<file path="config.mk">
export PLATFORM = sky130hd
export DESIGN_NAME = imm_encoder
export DESIGN_NICKNAME = d
export VERILOG_FILES = /design/src/rtl/imm_encoder.sv
export SDC_FILE = /design/constraint.sdc
export NUM_CORES = 1
export LEC_CHECK = 0
export BUFFER_PORTS_ARGS = -buffer_cell sky130_fd_sc_hd__buf_2
export CORE_ASPECT_RATIO = 0.75
export CORE_MARGIN = 1
export CORE_UTILIZATION = 39
export DETAILED_ROUTE_END_ITERATION = 12
export MAX_ROUTING_LAYER = met4
export PLACE_DENSITY = 0.91
export SLEW_MARGIN = 40
export SYNTH_ARGS = -nofsm -noshare
export SYNTH_HDL_FRONTEND = slang
export SYNTH_SLANG_ARGS = --single-unit
</file>
<file path="constraint.sdc">
create_clock -name Clk -period 1.58 [get_ports Clk]
set_clock_uncertainty 0.05 [all_clocks]
set_input_delay 0.158 -clock Clk [delete_from_list [all_inputs] [get_ports Clk]]
set_output_delay 0.158 -clock Clk [all_outputs]
set_load 0.02 [all_outputs]
</file>
<file path="src/rtl/imm_encoder.sv">
// Immediate-field encoder with a one-deep valid/ready output register.
// Define IMM_ENCODER_RANGE_CHECK_EN to build overflow detection (Ovf, ErrCnt).
module imm_encoder (
  input  logic        Clk,
  input  logic        Reset,
  input  logic        InValid,
  output logic        InReady,
  input  logic [1:0]  Fmt,
  input  logic [31:0] Template,
  input  logic [63:0] Imm,
  output logic        OutValid,
  input  logic        OutReady,
  output logic [31:0] Instr,
  output logic        Ovf,
  output logic [7:0]  ErrCnt
);

  typedef enum logic {
    EMPTY = 1'b0,
    FULL  = 1'b1
  } state_t;

  state_t      state_d, state_q;
  logic [31:0] instr_d, instr_q;
  logic [31:0] instr_new;
  logic        accept;

  assign OutValid = (state_q == FULL);
  assign InReady  = !OutValid || OutReady;
  assign accept   = InValid && InReady;
  assign Instr    = instr_q;

  // Field bits are overwritten, so template contents inside the field never leak through.
  always_comb begin
    instr_new = Template;
    case (Fmt)
      2'd0:    instr_new[21:10] = Imm[11:0];
      2'd1:    instr_new[20:12] = Imm[8:0];
      2'd2:    instr_new[23:5]  = Imm[18:0];
      default: instr_new[25:0]  = Imm[25:0];
    endcase
  end

  always_comb begin
    state_d = state_q;
    instr_d = instr_q;
    case (state_q)
      EMPTY: if (accept) state_d = FULL;
      FULL: begin
        if (accept) state_d = FULL;
        else if (OutReady) state_d = EMPTY;
      end
      default: state_d = EMPTY;
    endcase
    if (accept) instr_d = instr_new;
  end

  always_ff @(posedge Clk) begin
    if (Reset) begin
      state_q <= EMPTY;
      instr_q <= '0;
    end else begin
      state_q <= state_d;
      instr_q <= instr_d;
    end
  end

`ifdef IMM_ENCODER_RANGE_CHECK_EN
  logic       ovf_new, ovf_d, ovf_q;
  logic [7:0] err_cnt_d, err_cnt_q;

  // Representable iff every bit from the field's sign bit upward is identical.
  always_comb begin
    case (Fmt)
      2'd0:    ovf_new = !((&Imm[63:11]) || !(|Imm[63:11]));
      2'd1:    ovf_new = !((&Imm[63:8])  || !(|Imm[63:8]));
      2'd2:    ovf_new = !((&Imm[63:18]) || !(|Imm[63:18]));
      default: ovf_new = !((&Imm[63:25]) || !(|Imm[63:25]));
    endcase
  end

  always_comb begin
    ovf_d     = ovf_q;
    err_cnt_d = err_cnt_q;
    if (accept) begin
      ovf_d = ovf_new;
      if (ovf_new && (err_cnt_q != 8'hFF)) err_cnt_d = err_cnt_q + 8'd1;
    end
  end

  always_ff @(posedge Clk) begin
    if (Reset) begin
      ovf_q     <= 1'b0;
      err_cnt_q <= '0;
    end else begin
      ovf_q     <= ovf_d;
      err_cnt_q <= err_cnt_d;
    end
  end

  assign Ovf    = ovf_q;
  assign ErrCnt = err_cnt_q;
`else
  logic unused_imm_hi;

  assign unused_imm_hi = ^Imm[63:26];
  assign Ovf           = 1'b0;
  assign ErrCnt        = '0;
`endif

endmodule

</file>
==> results of run 1 <==
## kinds of logic (layout without fill, tap and decap cells)
| kind of cell | count (synthesis) | count (layout) | share of synthesized area, % |
|---|---|---|---|
| AND/OR/NAND/NOR | 55 | 55 | 15.40 |
| AO/OA/AOI/OAI | 46 | 46 | 14.44 |
| flip-flops | 33 | 33 | 35.97 |
| buffers and inverters | 31 | 106 | 11.17 |
| multiplexers | 26 | 26 | 22.82 |
| other | 1 | 9 | 0.2042 |
## state kept, by name, indices dropped and copies added (netlist names)
| signal | flops |
|---|---|
| Instr | 32 |
| OutValid | 1 |
## per-layer routing
layer  vias up  routed length [um]  GRT usage (%)
met5         -                   0              -
met4         0                  45          7.398
met3         7                 395          5.481
met2        93                2387          37.58
met1       847                2352          27.16
li1        859                   -              -
## critical path, cell delays in order, from the launching register on
cell and delay (ns):
sky130_fd_sc_hd__dfxtp_1 0.33, sky130_fd_sc_hd__nor2b_4 0.26, sky130_fd_sc_hd__inv_4 0.16, sky130_fd_sc_hd__buf_2 0.20
## metrics by stage
stage	utilization, %	hold slack [ns]	power, mW	cells
2_1_floorplan	-	0.2557	1.321	200
3_3_place_gp	50.15	0.3655	1.478	324
3_5_place_dp	50.15	0.3690	1.494	324
4_1_cts	52.58	0.06554	2.207	332
5_1_grt	52.58	0.07385	2.280	332
6_report	52.58	0.07553	2.190	332
## synth_stat cells, drive strengths merged
library cell	count	area [um^2]
a21oi	26	130.1
a311oi	7	61.31
buf	23	175.2
clkbuf	6	22.52
conb	1	3.750
dfxtp	33	660.6
inv	2	7.510
mux2	7	78.83
mux2i	7	70.07
mux4	12	270.3
nand2	8	32.54
nand2b	7	43.79
nand3	13	65.06
nor2	1	6.260
nor2b	1	8.760
nor3	24	120.1
o21ai	6	30.03
o22ai	7	43.79
or3	1	6.260
## power groups by stage
| stage | Clock, mW | Sequential [mW] | Combinational [mW] |
|---|---|---|---|
| 2_1_floorplan | 0 | 1.03 | 0.296 |
| 3_3_place_gp | 0 | 0.943 | 0.535 |
| 3_5_place_dp | 0 | 0.946 | 0.548 |
| 4_1_cts | 0.728 | 0.929 | 0.550 |
| 5_1_grt | 0.750 | 0.935 | 0.595 |
| 6_report | 0.713 | 0.929 | 0.548 |
## what timing repair did
action                                  CTS  global route
setup buffers                             0             0
gates resized for setup                   2             0
endpoints found under the setup margin    1             0
## worst paths after layout
path	startpoint	end	depth (start not counted)
setup / recovery	OutValid	InReady	3
hold / removal	Template[28]	Instr[28]	3
setup reg to reg	OutValid	Instr[0]	3
hold reg to reg	Instr[26]	Instr[26]	2
## layout make-up
| class | count | area (um^2) |
|---|---|---|
| clock inverters | 1 | 5.005 |
| flip-flops and latches | 33 | 660.6 |
| multi-input cells | 136 | 1006 |
| clock buffers | 7 | 96.34 |
| repair buffers | 96 | 513.0 |
| well taps | 57 | 71.32 |
| fillers | 436 | 2131 |
| inverters | 2 | 10.01 |
==> impl_results.rst, run 1 <==
.. list-table::
   :header-rows: 1

   * - Metric
     - Value
   * - Run status
     - complete, no violations
   * - Area of the die
     - 4991 um^2
   * - Crit path DAT
     - 1.25 ns
   * - Yosys warns
     - 0
   * - Final worst slack
     - 0.1258 ns
   * - Distinct cell type count after synthesis
     - 22
   * - Weighted congestion reported at the end of routability-driven placement
     - 0.7537
   * - Pin count of the biggest net entering global routing
     - 34
   * - Switching power of the nets
     - 0.6658 mW
   * - Iteration-0 DRC count of the detailed router
     - 54
   * - Global-route wire length before repair
     - 7962 um
   * - Routed wire length per instance
     - 15.60 um
   * - Combinational power share
     - 25.0%
   * - Leakage power figure
     - 1.085 nW
   * - Number of levels in the clock H-tree
     - 2
   * - Tightest slew margin relative to the limit
     - 61.62%
   * - Number of antenna violations at the first check in global routing
     - 0
   * - Most common cell after layout, fill and taps aside
     - sky130_fd_sc_hd__buf_2
   * - Worst min path class
     - input port to flop
   * - HPWL after DPL
     - 3825 um
   * - Synthesis-stage register bit count
     - 33
   * - CTS sink count
     - 33
   * - Layout overhead on the synthesized area
     - 28.61%
   * - Clock insertion delay at the later pin of the skew report
     - 0.28 ns
   * - Maximum vdd drop
     - 0.3983 mV
   * - Starting Density
     - 40.88%
   * - Clock network power share
     - 32.6%
   * - Number of ports placed on the die boundary
     - 145
   * - Max-cap check violation count
     - 0
   * - Critical path data required time
     - 1.37 ns
   * - Number of search-and-repair iterations in the first detailed-routing pass
     - 4
   * - Actual transition at the worst max-transition pin
     - 0.5752 ns
   * - NumNets Final
     - 376
   * - Critical path type
     - flop to output pin
   * - Total track usage
     - 22.58%
   * - Crit-path max FO
     - 27
   * - Critical Path Start Type
     - flop
   * - Floorplan row count
     - 21
   * - Total vias in the final route
     - 1,806
   * - Die extent in y
     - 61.43 um
   * - Part of the Yosys area used for sequential elements
     - 35.97%
   * - Finished Cell Area
     - 2362 um^2
   * - Mapped Area
     - 1837 um^2
   * - Bufs on Longest Clock Path
     - 2
   * - Number of diodes
     - 0
   * - Hold Violations, Final
     - 0
   * - Portion of the clock cycle consumed by the worst path in the final layout
     - 92.04%
   * - Post-layout min period
     - 1.454 ns
   * - Share of total power in sequential cells
     - 42.4%
   * - Category of the worst setup path capture point
     - output pin
   * - Highest achievable clock rate
     - 687.7 MHz
   * - Vias in the first global route
     - 1,662
   * - Commonest cells after routing, fill and taps aside
     - sky130_fd_sc_hd__buf_2, sky130_fd_sc_hd__dfxtp_1, sky130_fd_sc_hd__a21oi_1
   * - Pint
     - 1.524 mW
   * - Post-synthesis instance total
     - 192
   * - Setup Slack @ Placement
     - 0.04981 ns
   * - Cell Area, Placed
     - 2253 um^2
   * - Post-CTS Hold Buffers
     - 0
   * - Setup repair after global routing missed its margin
     - no
   * - CTS tree
     - built
   * - Number of nets with antenna violations after routing
     - 0
   * - Routed wire length
     - 5180 um
   * - X dimension of the die
     - 81.25 um
   * - Number of pins with negative max-slew slack in the final report
     - 0
   * - Ratio of cells with drive above 1 in the final layout
     - 44.00%
   * - Switch share
     - 30.41%
   * - Total Neg Setup Slack
     - 0 ns
   * - Port Buffer Count
     - 88
   * - Slack of the worst reg-to-reg path
     - 0.28 ns
   * - Placeable core area
     - 4493 um^2
   * - Total DRC errors in the routed layout
     - 0
   * - Avg Cell Area, Syn
     - 9.566 um^2
   * - Clock transition time at the flip-flop clock pins of the worst setup and hold paths
     - 0.07 ns
   * - Number of clock buffers inserted by TritonCTS
     - 5
   * - Grt ovf
     - 0
   * - DR vias/cell
     - 5.440
   * - Final setup fails
     - 0
   * - Pwr per Cell Area
     - 926.9 nW/um^2
   * - Root buf cell
     - sky130_fd_sc_hd__clkbuf_8
Power figures use the tool's default switching activity.
==> inputs of run 2 (changes only) <==
--- a/config.mk
+++ b/config.mk
@@ -10,6 +10,7 @@
 export CORE_MARGIN = 1
 export CORE_UTILIZATION = 39
 export DETAILED_ROUTE_END_ITERATION = 12
+export GPL_TIMING_DRIVEN = 0
 export MAX_ROUTING_LAYER = met4
 export PLACE_DENSITY = 0.91
 export SLEW_MARGIN = 40
==> impl_results.rst, run 2 (synthesis results as in run 1) <==
.. list-table::
   :header-rows: 1

   * - Metric
     - Value
   * - Run status
     - complete, no violations (unchanged)
   * - Pwr per Cell Area
     - 937.2 nW/um^2 (was 926.9 nW/um^2)
   * - Die extent in y
     - 61.43 um (unchanged)
   * - Critical path type
     - flop to output pin (unchanged)
   * - Total Neg Setup Slack
     - 0 ns (unchanged)
   * - Number of instances on the worst hold path
     - 3 (unchanged)
   * - Crit-path max FO
     - 10 (was 27)
   * - Detailed-routed wire length on met3
     - 399 um (was 395 um)
   * - Combinational power share
     - 24.7% (was 25.0%)
   * - Maximum vdd drop
     - 0.5060 mV (was 0.3983 mV)
   * - Total area of multi-input combinational cells
     - 1006 um^2 (unchanged)
   * - Share of total power in sequential cells
     - 39.9% (was 42.4%)
   * - Post-layout min period
     - 1.503 ns (was 1.454 ns)
   * - Uppermost metal layer occupied by signal nets
     - met4 (unchanged)
   * - X dimension of the die
     - 81.25 um (unchanged)
   * - Max-cap check violation count
     - 0 (unchanged)
   * - Cell Area, Placed
     - 2364 um^2 (was 2253 um^2)
   * - Switch share
     - 28.47% (was 30.41%)
   * - Routed wire length per instance
     - 14.68 um (was 15.60 um)
   * - Number of ports placed on the die boundary
     - 145 (unchanged)
   * - Number of search-and-repair iterations in the first detailed-routing pass
     - 4 (unchanged)
   * - Port Buffer Count
     - 85 (was 88)
   * - Number of clock buffers inserted by TritonCTS
     - 5 (unchanged)
   * - Number of nets with antenna violations after routing
     - 0 (unchanged)
   * - Iteration-0 DRC count of the detailed router
     - 63 (was 54)
   * - Floorplan row count
     - 21 (unchanged)
   * - Total vias in the final route
     - 1,858 (was 1,806)
   * - Critical path data required time
     - 1.37 ns (about the same)
   * - Pint
     - 1.666 mW (was 1.524 mW)
   * - Clock network power share
     - 35.4% (was 32.6%)
   * - Routed wire length
     - 5138 um (was 5180 um)
   * - Category of the worst setup path capture point
     - output pin (unchanged)
   * - Final setup fails
     - 0 (unchanged)
   * - Starting Density
     - 40.88% (unchanged)
   * - Number of flip-flops under the largest register name
     - 32 (unchanged)
   * - Highest achievable clock rate
     - 665.4 MHz (was 687.7 MHz)
   * - Crit path DAT
     - 1.29 ns (was 1.25 ns)
   * - Pin count of the biggest net entering global routing
     - 11 (was 34)
   * - Setup repair after global routing missed its margin
     - no (unchanged)
   * - Layout overhead on the synthesized area
     - 35.29% (was 28.61%)
   * - Switching power of the nets
     - 0.6629 mW (was 0.6658 mW)
   * - Placeable core area
     - 4493 um^2 (unchanged)
   * - Weighted congestion reported at the end of routability-driven placement
     - 0.8617 (was 0.7537)
   * - Bufs on Longest Clock Path
     - 2 (unchanged)
   * - CTS sink count
     - 33 (unchanged)
   * - Number of pins with negative max-slew slack in the final report
     - 0 (unchanged)
   * - Cell type of the slowest stage on the worst timing path
     - sky130_fd_sc_hd__dfxtp_1 (unchanged)
   * - Fillers
     - 429 (was 436)
   * - Number of antenna violations at the first check in global routing
     - 0 (unchanged)
   * - Met2 WL
     - 2303 um (was 2387 um)
   * - Hold Violations, Final
     - 0 (unchanged)
   * - Portion of the clock cycle consumed by the worst path in the final layout
     - 95.11% (was 92.04%)
   * - Commonest cells after routing, fill and taps aside
     - sky130_fd_sc_hd__buf_2, sky130_fd_sc_hd__dfxtp_1, sky130_fd_sc_hd__a21oi_1 (unchanged)
   * - Total routed wire length on the met1 layer
     - 2366 um (was 2352 um)
   * - CTS tree
     - built (unchanged)
   * - Total track usage
     - 22.24% (was 22.58%)
   * - Critical Path Start Type
     - flop (unchanged)
   * - Root buf cell
     - sky130_fd_sc_hd__clkbuf_8 (unchanged)
   * - Ratio of cells with drive above 1 in the final layout
     - 45.05% (was 44.00%)
   * - Grt ovf
     - 0 (unchanged)
   * - Post-CTS Hold Buffers
     - 0 (unchanged)
   * - Crit path cell chain
     - nor2b_4, inv_2, buf_2, buf_2 (was nor2b_4, inv_4, buf_2)
   * - Finished Cell Area
     - 2485 um^2 (was 2362 um^2)
   * - DR vias/cell
     - 5.309 (was 5.440)
   * - Number of diodes
     - 0 (unchanged)
   * - Worst R2R Path Depth
     - 5 (was 3)
   * - Most common cell after layout, fill and taps aside
     - sky130_fd_sc_hd__buf_2 (unchanged)
   * - Vias in the first global route
     - 1,606 (was 1,662)
   * - Area of the die
     - 4991 um^2 (unchanged)
   * - Total DRC errors in the routed layout
     - 0 (unchanged)
   * - Number of levels in the clock H-tree
     - 2 (unchanged)
   * - HPWL after DPL
     - 3949 um (was 3825 um)
   * - Combined flip-flop and latch cell area
     - 660.6 um^2 (unchanged)
   * - Clock transition time at the flip-flop clock pins of the worst setup and hold paths
     - 0.07 ns (about the same)
   * - Worst min path class
     - input port to flop (unchanged)
   * - Crit-path max cell delay
     - 0.32 ns (was 0.33 ns)
   * - Clock insertion delay at the later pin of the skew report
     - 0.28 ns (about the same)
   * - Global-route wire length before repair
     - 7810 um (was 7962 um)
   * - Most prevalent standard cell on the critical path
     - sky130_fd_sc_hd__buf_2
   * - Leakage power figure
     - 1.157 nW (was 1.085 nW)
   * - NumNets Final
     - 394 (was 376)
[run 2: cell types whose count changed in the layout (fill, tap and decap cells not counted)]
cell                        before  now
sky130_fd_sc_hd__buf_12          1    0
sky130_fd_sc_hd__buf_2          88   90
sky130_fd_sc_hd__buf_4           7   14
sky130_fd_sc_hd__buf_6           0    4
sky130_fd_sc_hd__bufinv_16       0    1
sky130_fd_sc_hd__clkbuf_1        0    7
sky130_fd_sc_hd__clkbuf_8        7    6
sky130_fd_sc_hd__clkinv_2        1    0
sky130_fd_sc_hd__inv_2           1    2
sky130_fd_sc_hd__inv_4           1    0
[run 2: metrics by stage]
step           instances  hold slack (ns)  utilization [%]  power [mW]  setup slack [ns]
2_1_floorplan        200           0.2557                -       1.321            0.2501
3_3_place_gp         342           0.3660            52.60       1.507            0.2037
3_5_place_dp         342           0.3762            52.60       1.519            0.1869
4_1_cts              350          0.07197            55.19       2.336           0.03323
5_1_grt              350          0.08246            55.30       2.428           0.01678
6_report             350          0.07769            55.30       2.329           0.07721
[run 2: worst paths after layout]
path / startpoint / to / slack, ns
setup / recovery: OutValid / InReady / 0.08
hold / removal: Template[26] / Instr[26] / 0.08
setup reg to reg: OutValid / Instr[13] / 0.19
hold reg to reg: Instr[27] / Instr[27] / 0.43
[run 2: per-layer routing]
| layer | global-route usage (%) | up-vias |
|---|---|---|
| li1 | - | 896 |
| met1 | 29.10 | 863 |
| met2 | 34.57 | 90 |
| met3 | 4.741 | 9 |
| met4 | 7.143 | 0 |
| met5 | - | - |
[run 2: layout make-up]
type                            count  area share [%]
Multi-Input combinational cell    136           40.48
Sequential cell                    33           26.59
Timing Repair Buffer               85           17.12
Buffer                             29           7.956
Clock buffer                        7           3.474
Tap cell                           57           2.870
Clock inverter                      1           1.208
Inverter                            2          0.3021
[run 2: repair_timing]
action                     in CTS  in global routing
setup endpoints to repair       0                  1
gates resized for setup         0                  1
setup buffers                   0                  0
[run 2: worst max-delay path: cells and delay by family, from the launching register on]
family | cells | cell delay, ns
buffers and inverters | 3 | 0.55
and+or+nand+nor | 1 | 0.14
DFF | 1 | 0.32
[run 2: power by group through the flow]
stage	registers [mW]	logic [mW]	clock network (mW)
after floorplan	1.03	0.296	0
after global placement	0.944	0.564	0
after detailed placement	0.947	0.572	0
after CTS	0.929	0.572	0.835
after global routing	0.935	0.627	0.866
final	0.930	0.575	0.824
